`src/rtl/la_wb_pkg.sv`:
```
// Shared types and constants for the logic-analyzer driven Wishbone master.
package la_wb_pkg;

    // Controller states: waiting for a command, running a bus cycle, holding a response.
    typedef enum logic [1:0] {
        IDLE = 2'd0,
        BUS  = 2'd1,
        RESP = 2'd2
    } state_e;

    // Response status codes reported on rsp_status_o.
    localparam logic [1:0] ST_OK      = 2'b00;
    localparam logic [1:0] ST_ERR     = 2'b01;
    localparam logic [1:0] ST_TIMEOUT = 2'b10;

endpackage

```
`src/rtl/la_wb_master.sv`:
```
// Wishbone B4 classic single-transfer master commanded from logic-analyzer
// signals. One command produces one bus cycle and one held response; a dead
// slave is cut off after TIMEOUT_CYCLES strobe cycles.
module la_wb_master
    import la_wb_pkg::*;
#(
    parameter int TIMEOUT_CYCLES = 255,
    parameter int CNT_W          = 16
) (
    input  logic             wb_clk_i,
    input  logic             wb_rst_i,
    input  logic             cmd_valid_i,
    output logic             cmd_ready_o,
    input  logic             cmd_we_i,
    input  logic [3:0]       cmd_sel_i,
    input  logic [31:0]      cmd_adr_i,
    input  logic [31:0]      cmd_dat_i,
    output logic             rsp_valid_o,
    input  logic             rsp_ready_i,
    output logic [31:0]      rsp_dat_o,
    output logic [1:0]       rsp_status_o,
    output logic [CNT_W-1:0] txn_count_o,
    output logic             wbm_cyc_o,
    output logic             wbm_stb_o,
    output logic             wbm_we_o,
    output logic [3:0]       wbm_sel_o,
    output logic [31:0]      wbm_adr_o,
    output logic [31:0]      wbm_dat_o,
    input  logic             wbm_ack_i,
    input  logic             wbm_err_i,
    input  logic [31:0]      wbm_dat_i
);

    // Last strobe cycle index: the counter starts at 0 in the first BUS cycle.
    localparam logic [15:0] TMO_LAST = 16'(TIMEOUT_CYCLES - 1);

    state_e             state_q;
    logic               ready_q;
    logic               cyc_q;
    logic               we_q;
    logic [3:0]         sel_q;
    logic [31:0]        adr_q;
    logic [31:0]        dat_q;
    logic               rsp_valid_q;
    logic [31:0]        rsp_dat_q;
    logic [1:0]         rsp_status_q;
    logic [CNT_W-1:0]   cnt_q;
    logic [15:0]        tmo_q;

    logic [CNT_W-1:0]   cnt_d;
    logic [15:0]        tmo_d;
    logic               tmo_hit_s;

    // Next values of the two counters and the timeout comparison.
    always_comb begin
        cnt_d     = cnt_q + CNT_W'(1);
        tmo_d     = tmo_q + 16'd1;
        tmo_hit_s = (tmo_q == TMO_LAST);
    end

    // Command/bus/response state machine with all outputs registered.
    always_ff @(posedge wb_clk_i) begin
        if (wb_rst_i) begin
            state_q      <= IDLE;
            ready_q      <= 1'b1;
            cyc_q        <= 1'b0;
            we_q         <= 1'b0;
            sel_q        <= 4'h0;
            adr_q        <= 32'h0;
            dat_q        <= 32'h0;
            rsp_valid_q  <= 1'b0;
            rsp_dat_q    <= 32'h0;
            rsp_status_q <= ST_OK;
            cnt_q        <= '0;
            tmo_q        <= 16'h0;
        end else begin
            case (state_q)
                IDLE: begin
                    if (cmd_valid_i) begin
                        we_q    <= cmd_we_i;
                        sel_q   <= cmd_sel_i;
                        adr_q   <= cmd_adr_i;
                        dat_q   <= cmd_dat_i;
                        tmo_q   <= 16'h0;
                        cyc_q   <= 1'b1;
                        ready_q <= 1'b0;
                        state_q <= BUS;
                    end else begin
                        ready_q <= 1'b1;
                    end
                end
                BUS: begin
                    tmo_q <= tmo_d;
                    // err wins over ack, and ack wins over the timeout edge
                    if (wbm_err_i) begin
                        rsp_status_q <= ST_ERR;
                        rsp_dat_q    <= 32'h0;
                        cyc_q        <= 1'b0;
                        rsp_valid_q  <= 1'b1;
                        cnt_q        <= cnt_d;
                        state_q      <= RESP;
                    end else if (wbm_ack_i) begin
                        rsp_status_q <= ST_OK;
                        rsp_dat_q    <= we_q ? 32'h0 : wbm_dat_i;
                        cyc_q        <= 1'b0;
                        rsp_valid_q  <= 1'b1;
                        cnt_q        <= cnt_d;
                        state_q      <= RESP;
                    end else if (tmo_hit_s) begin
                        rsp_status_q <= ST_TIMEOUT;
                        rsp_dat_q    <= 32'h0;
                        cyc_q        <= 1'b0;
                        rsp_valid_q  <= 1'b1;
                        cnt_q        <= cnt_d;
                        state_q      <= RESP;
                    end else begin
                        state_q <= BUS;
                    end
                end
                RESP: begin
                    if (rsp_ready_i) begin
                        rsp_valid_q <= 1'b0;
                        ready_q     <= 1'b1;
                        state_q     <= IDLE;
                    end else begin
                        state_q <= RESP;
                    end
                end
                default: begin
                    cyc_q       <= 1'b0;
                    rsp_valid_q <= 1'b0;
                    ready_q     <= 1'b1;
                    state_q     <= IDLE;
                end
            endcase
        end
    end

    assign cmd_ready_o  = ready_q;
    assign rsp_valid_o  = rsp_valid_q;
    assign rsp_dat_o    = rsp_dat_q;
    assign rsp_status_o = rsp_status_q;
    assign txn_count_o  = cnt_q;
    assign wbm_cyc_o    = cyc_q;
    assign wbm_stb_o    = cyc_q;
    assign wbm_we_o     = we_q;
    assign wbm_sel_o    = sel_q;
    assign wbm_adr_o    = adr_q;
    assign wbm_dat_o    = dat_q;

endmodule

```
`config.mk`:
```
export PLATFORM = sky130hd
export DESIGN_NAME = la_wb_master
export DESIGN_NICKNAME = d
export VERILOG_FILES = /design/src/rtl/la_wb_pkg.sv /design/src/rtl/la_wb_master.sv
export SDC_FILE = /design/constraint.sdc
export NUM_CORES = 1
export LEC_CHECK = 0
export CORE_MARGIN = 2
export CORE_UTILIZATION = 45
export CTS_CLUSTER_DIAMETER = 50
export DETAILED_ROUTE_END_ITERATION = 7
export PLACE_DENSITY = 0.93
export SLEW_MARGIN = 20
export SYNTH_ARGS = -nofsm -noshare
export SYNTH_HDL_FRONTEND = slang
export SYNTH_SLANG_ARGS = --single-unit
export TNS_END_PERCENT = 100
```
`constraint.sdc`:
```
create_clock -name wb_clk_i -period 5.1 [get_ports wb_clk_i]
set_clock_uncertainty 0.1 [all_clocks]
set_input_delay 0.51 -clock wb_clk_i [delete_from_list [all_inputs] [get_ports wb_clk_i]]
set_output_delay 0.51 -clock wb_clk_i [all_outputs]
set_load 0.05 [all_outputs]
```
* Word level (Yosys, flattened, before mapping)
Cells that the tools add are included.
Storage, ports and cells: register bits 140, latch bits 0, RAM bits 0, ROM bits 0, input bits 107, output and inout bits 123, logic and storage cells 63, memories kept 0
Operators by class: add/subtract/negate cells 2, multiply operators 0, div/mod/pow operators 0, magnitude comparators 0, equality and inequality tests 6, shifts and indexed selects 0, multiplexer cells 31, bitwise gates (word level) 3, reduce and logical (&&, ||, !) cells 9
Operator list (count):
- $mux W32 | 4
- $mux W16 | 4
- $add A16 B1 Y16 const B | 2
- $pmux W16 S2 | 1
- $eq A16 B8 Y1 const B | 1
- $mux W2 | 8
- $mux W1 | 10
- $pmux W1 S3 | 3
- $reduce_and A2 Y1 | 4
- $pmux W2 S3 | 1
- $reduce_and A3 Y1 | 2
- $ne A2 B2 Y1 const B | 2
- $ne A4 B4 Y1 const B | 1
- $not A1 Y1 | 3
- $reduce_bool A3 Y1 | 1
- $eq A2 B1 Y1 const B | 1
- $eq A2 B2 Y1 const B | 1
- $logic_not A2 Y1 | 1
- $reduce_bool A2 Y1 | 1

* Depth between registers and ports, before layout
depth in word-level cells 5, mapped depth 9, mapped depth without buffers 7

* Worst setup path before layout
No wires, ideal clock.
path type reg2reg, from register cnt_q[3], in the netlist txn_count_o[3], to register cnt_q[10], in the netlist txn_count_o[10], library setup time 0.128 ns, arrival 1.865 ns, data required time 4.872 ns, path slack 3.008 ns, stages on the path, launching flop included 7, clock period less this slack 2.092 ns, cells stage by stage dfxtp_1 -> and4_1 -> clkbuf_1 -> nand3_1 -> a2111oi_2 -> xnor2_1 -> nor2_1
On the way: cells in the longest elaborated chain, start to end 4
Ends and longest elaborated chain:
- start: declaration | RTL line la_wb_master.sv:47 | logic [CNT_W-1:0] cnt_q;
- start signal: assignment | RTL line la_wb_master.sv:100 | cnt_q <= cnt_d;
- start signal: assignment | RTL line la_wb_master.sv:107 | cnt_q <= cnt_d;
- start signal: assignment | RTL line la_wb_master.sv:114 | cnt_q <= cnt_d;
- $add A16 B1 Y16 (*) | RTL line la_wb_master.sv:56 | cnt_d = cnt_q + CNT_W'(1);
- $mux W16 | RTL line la_wb_master.sv:109 | end else if (tmo_hit_s) begin
- $mux W16 | RTL line la_wb_master.sv:102 | end else if (wbm_ack_i) begin
- $mux W16 (*) | RTL line la_wb_master.sv:95 | if (wbm_err_i) begin
Mark *: on every way between the ends. The rest lies on a longest branch, timed or not. The select of a mux whose other input is x is not followed. A chain may end at the register's enable or synchronous reset.

* Worst setup path in the final report
from register tmo_q[2], to register cnt_q[15], in the netlist txn_count_o[15]
On the way: cells in the longest elaborated chain, start to end 3
Ends and longest elaborated chain:
- start: declaration | RTL line la_wb_master.sv:48 | logic [15:0] tmo_q;
- start signal: assignment | RTL line la_wb_master.sv:93 | tmo_q <= tmo_d;
- $eq A16 B8 Y1 | RTL line la_wb_master.sv:58 | tmo_hit_s = (tmo_q == TMO_LAST);
- $reduce_bool A3 Y1 (no source line)
- $reduce_and A2 Y1 (no source line)
No other way between the ends.

==> summary.txt <==
Pwr
  • Overall power: 2.80 mW
  • Peak supply drop: 249 uV
  • Leak: 2.95 nW
  • Pwr Density: 330 nW/um^2

Clocking
  • Number of H-tree levels: 4
  • CTS Hold Buffers Added: 0
  • Worst-path clk slew: 60 ps
  • Clock root cell: clkbuf_16
  • Sink Count: 140
  • CTS tree: built
  • Worst-Skew Late Latency: 410 ps
  • Post-CTS Setup Inserts: 0
  • Num CTS Buffers: 17
  • Clock tree buffer depth: 2
  • CTS resizes: 0

Global routing
  • GR Util met2: 37.2%
  • Initial antenna violation count: 0
  • Vias in the first global route: 4953
  • Met1 Usage GRT: 24.7%
  • GRT Overall Usage: 21.7%
  • Global route hottest layer: met2
  • Largest net degree at the start of global routing: 96
  • Total grt overflow: 0
  • First-pass GRT wire length: 23100 um
  • Grt met3 use: 7.69%

Floorplan
  • Die width: 116 um
  • Core area: 12100 um^2
  • Die ar.: 13300 um^2
  • Top-level port count: 230
  • Initial Utilization: 46.4%
  • Row count: 40
  • Die height: 116 um

Run
  • Max Cap Viol: 0

Timing
  • Final Cycle Share: 53.7%
  • Minimum clock period: 2740 ps
  • Worst slew margin relative to its limit: 33.9%
  • Post-route setup TNS: 0 ps
  • Final setup fails: 0
  • Worst-Margin Slew: 990 ps
  • RSZ-0062 raised after global routing: no
  • Final hold vios: 0
  • Fin. max-slew vios: 0
  • Max frequency: 365 MHz

Detailed routing
  • Vias: 5242
  • 1st-iter DRT viols: 390
  • Routed len/inst: 14.0 um
  • DRC Markers: 0
  • DR vias/cell: 4.98
  • Routed Antenna Nets: 0
  • DRT Wirelength: 14800 um
  • DRT Pass-1 Iters: 4

Critical path
  • Worst EP arrival: 2940 ps
  • R2r setup slk: 2360 ps
  • Crit path max fanout: 69
  • Required @ worst endpoint: 5300 ps
  • CP startpoint kind: register
  • Crit. End Element: register
  • Crit path kind: reg2reg

Finish
  • Nets: 981
  • Share of layout cells above drive strength 1: 6.33%
  • Layout filler cell count: 909
  • Number of diodes: 0
  • Most common cell after layout, fill and taps aside: clkdlybuf4s50_1
  • Commonest cells after routing, fill and taps aside: 228 x clkdlybuf4s50_1, 155 x nand2_1, 140 x dfxtp_1, 82 x a21oi_1, 45 x nand3_1
  • Layout area overhead: 51.3%

Yosys
  • YS warnings: 0
  • Cell Area, Synth: 5600 um^2
  • Syn Area/Cell: 8.34 um^2
  • EDFF count, synth: 0
  • Post-synthesis mux area share: 1.59%
  • Yosys cell types: 44
  • Post-Synth XOR/XNOR Area: 1.88%
  • Synth Flop Type: dfxtp_1
  • Mapped Nets: 781
  • Synth Area in Compound Gates: 15.3%
  • Cells after synthesis: 671
  • Synth Register Bits: 140
  • Main combinational cell family by area after synthesis: simple AND/OR/NAND/NOR gates
  • Adder-cell share of the synthesized area: 0.671%
  • Sequential area share after synthesis: 50.1%
  • Post-synth ARST share: 0%
  • Simple-gate share of the synthesized area: 26.0%

Min path
  • Worst hold-check path type: reg2reg

Status
  • Status: finished clean

Place
  • Input/output buffers: 229
  • Post-DP HPWL: 10100 um
  • GP Congestion: 0.757
## power breakdown
part	leakage [nW]	switching [mW]	internal [mW]	total (mW)
Sequential	1.14	0.0249	1.14	1.16
Clock	0.272	0.433	0.728	1.16
Combinational	1.54	0.287	0.182	0.470
## cells in the mapped netlist (2+ instances only)
library cell | instances | share of area [%]
buf_1 | 7 | 0.47
dfxtp_1 | 140 | 50
mux2_2 | 4 | 0.80
clkbuf_1 | 32 | 2.1
a21oi_1 | 82 | 7.3
and3_1 | 3 | 0.34
and4_1 | 5 | 0.78
a31oi_1 | 4 | 0.45
buf_4 | 4 | 0.54
nor2b_1 | 5 | 0.56
o211ai_1 | 2 | 0.27
nand4_1 | 8 | 0.89
nand2b_1 | 36 | 4.0
or3_1 | 4 | 0.45
buf_6 | 2 | 0.40
o21ai_1 | 17 | 1.5
inv_1 | 4 | 0.27
nor3_1 | 4 | 0.36
nor2_1 | 35 | 2.3
mux2_1 | 3 | 0.60
nand3_1 | 45 | 4.0
a2111oi_2 | 4 | 1.1
ha_1 | 3 | 0.67
o21ai_0 | 19 | 1.7
buf_2 | 8 | 0.72
a211oi_2 | 6 | 1.3
xnor2_1 | 12 | 1.9
nand2_1 | 155 | 10
o21a_1 | 3 | 0.40
## final cells by class
type	count	area, um^2	share of cell area (%)
Sequential cell	140	2800	33.1
Multi-Input combinational cell	474	2550	30.2
Timing Repair Buffer	234	2330	27.5
Clock buffer	24	462	5.45
Tap cell	168	210	2.48
Clock inverter	8	92.6	1.09
Inverter	4	15.0	0.177
## per-stage QoR
step           instances  util [%]  setup slack (ps)  hold slack (ps)  instance area (um^2)
6_report            1052      70.2              2360              350                  8460
5_1_grt             1052      70.2              2150              366                  8460
4_1_cts             1052      70.2              2370              353                  8460
3_5_place_dp        1020      65.6              2080              346                  7910
3_3_place_gp        1020      65.6              2140              340                  7910
2_1_floorplan        671         -              3010              333                  5600
## path summary, 6_finish.rpt
check                                   from                      endpoint  cells past startpoint
setup / recovery       tmo_q[2]$_SDFFE_PP0P_  txn_count_o[15]$_SDFFE_PP0P_                      6
hold / removal    wbm_dat_o[11]$_SDFFE_PP0P_    wbm_dat_o[11]$_SDFFE_PP0P_                      2
setup reg to reg       tmo_q[2]$_SDFFE_PP0P_  txn_count_o[15]$_SDFFE_PP0P_                      6
hold reg to reg   wbm_dat_o[11]$_SDFFE_PP0P_    wbm_dat_o[11]$_SDFFE_PP0P_                      2
## critical path, cell delays in order (launching register included)
cell and delay, ps:
dfxtp_1 390, and4_1 400, nand4_4 370, a21oi_4 280, buf_4 540, nand4_1 190, mux2_1 340
## flip-flops by register name (all words and copies together), names as in the netlist
name and count:
cmd_ready_o 1, rsp_dat_o 32, rsp_status_o 2, rsp_valid_o 1
state_q 2, tmo_q 16, txn_count_o 16, wbm_adr_o 32
wbm_cyc_o 1, wbm_dat_o 32, wbm_sel_o 4, wbm_we_o 1
## layer usage
metal,routed length [um],up-vias
li1,-,2651
met1,6060,2423
met2,7520,148
met3,895,20
met4,271,0
met5,0,-
## cells by family (layout without fill, tap and decap cells)
family | after synthesis | count (layout)
AO/OA/AOI/OAI | 142 | 142
XOR/XNOR | 12 | 12
adder cells (fa/ha/maj) | 3 | 3
buffers and inverters | 57 | 270
flip-flops | 140 | 140
multiplexers | 8 | 8
AND/OR/NAND/NOR | 309 | 309
Power figures use the tool's default switching activity.
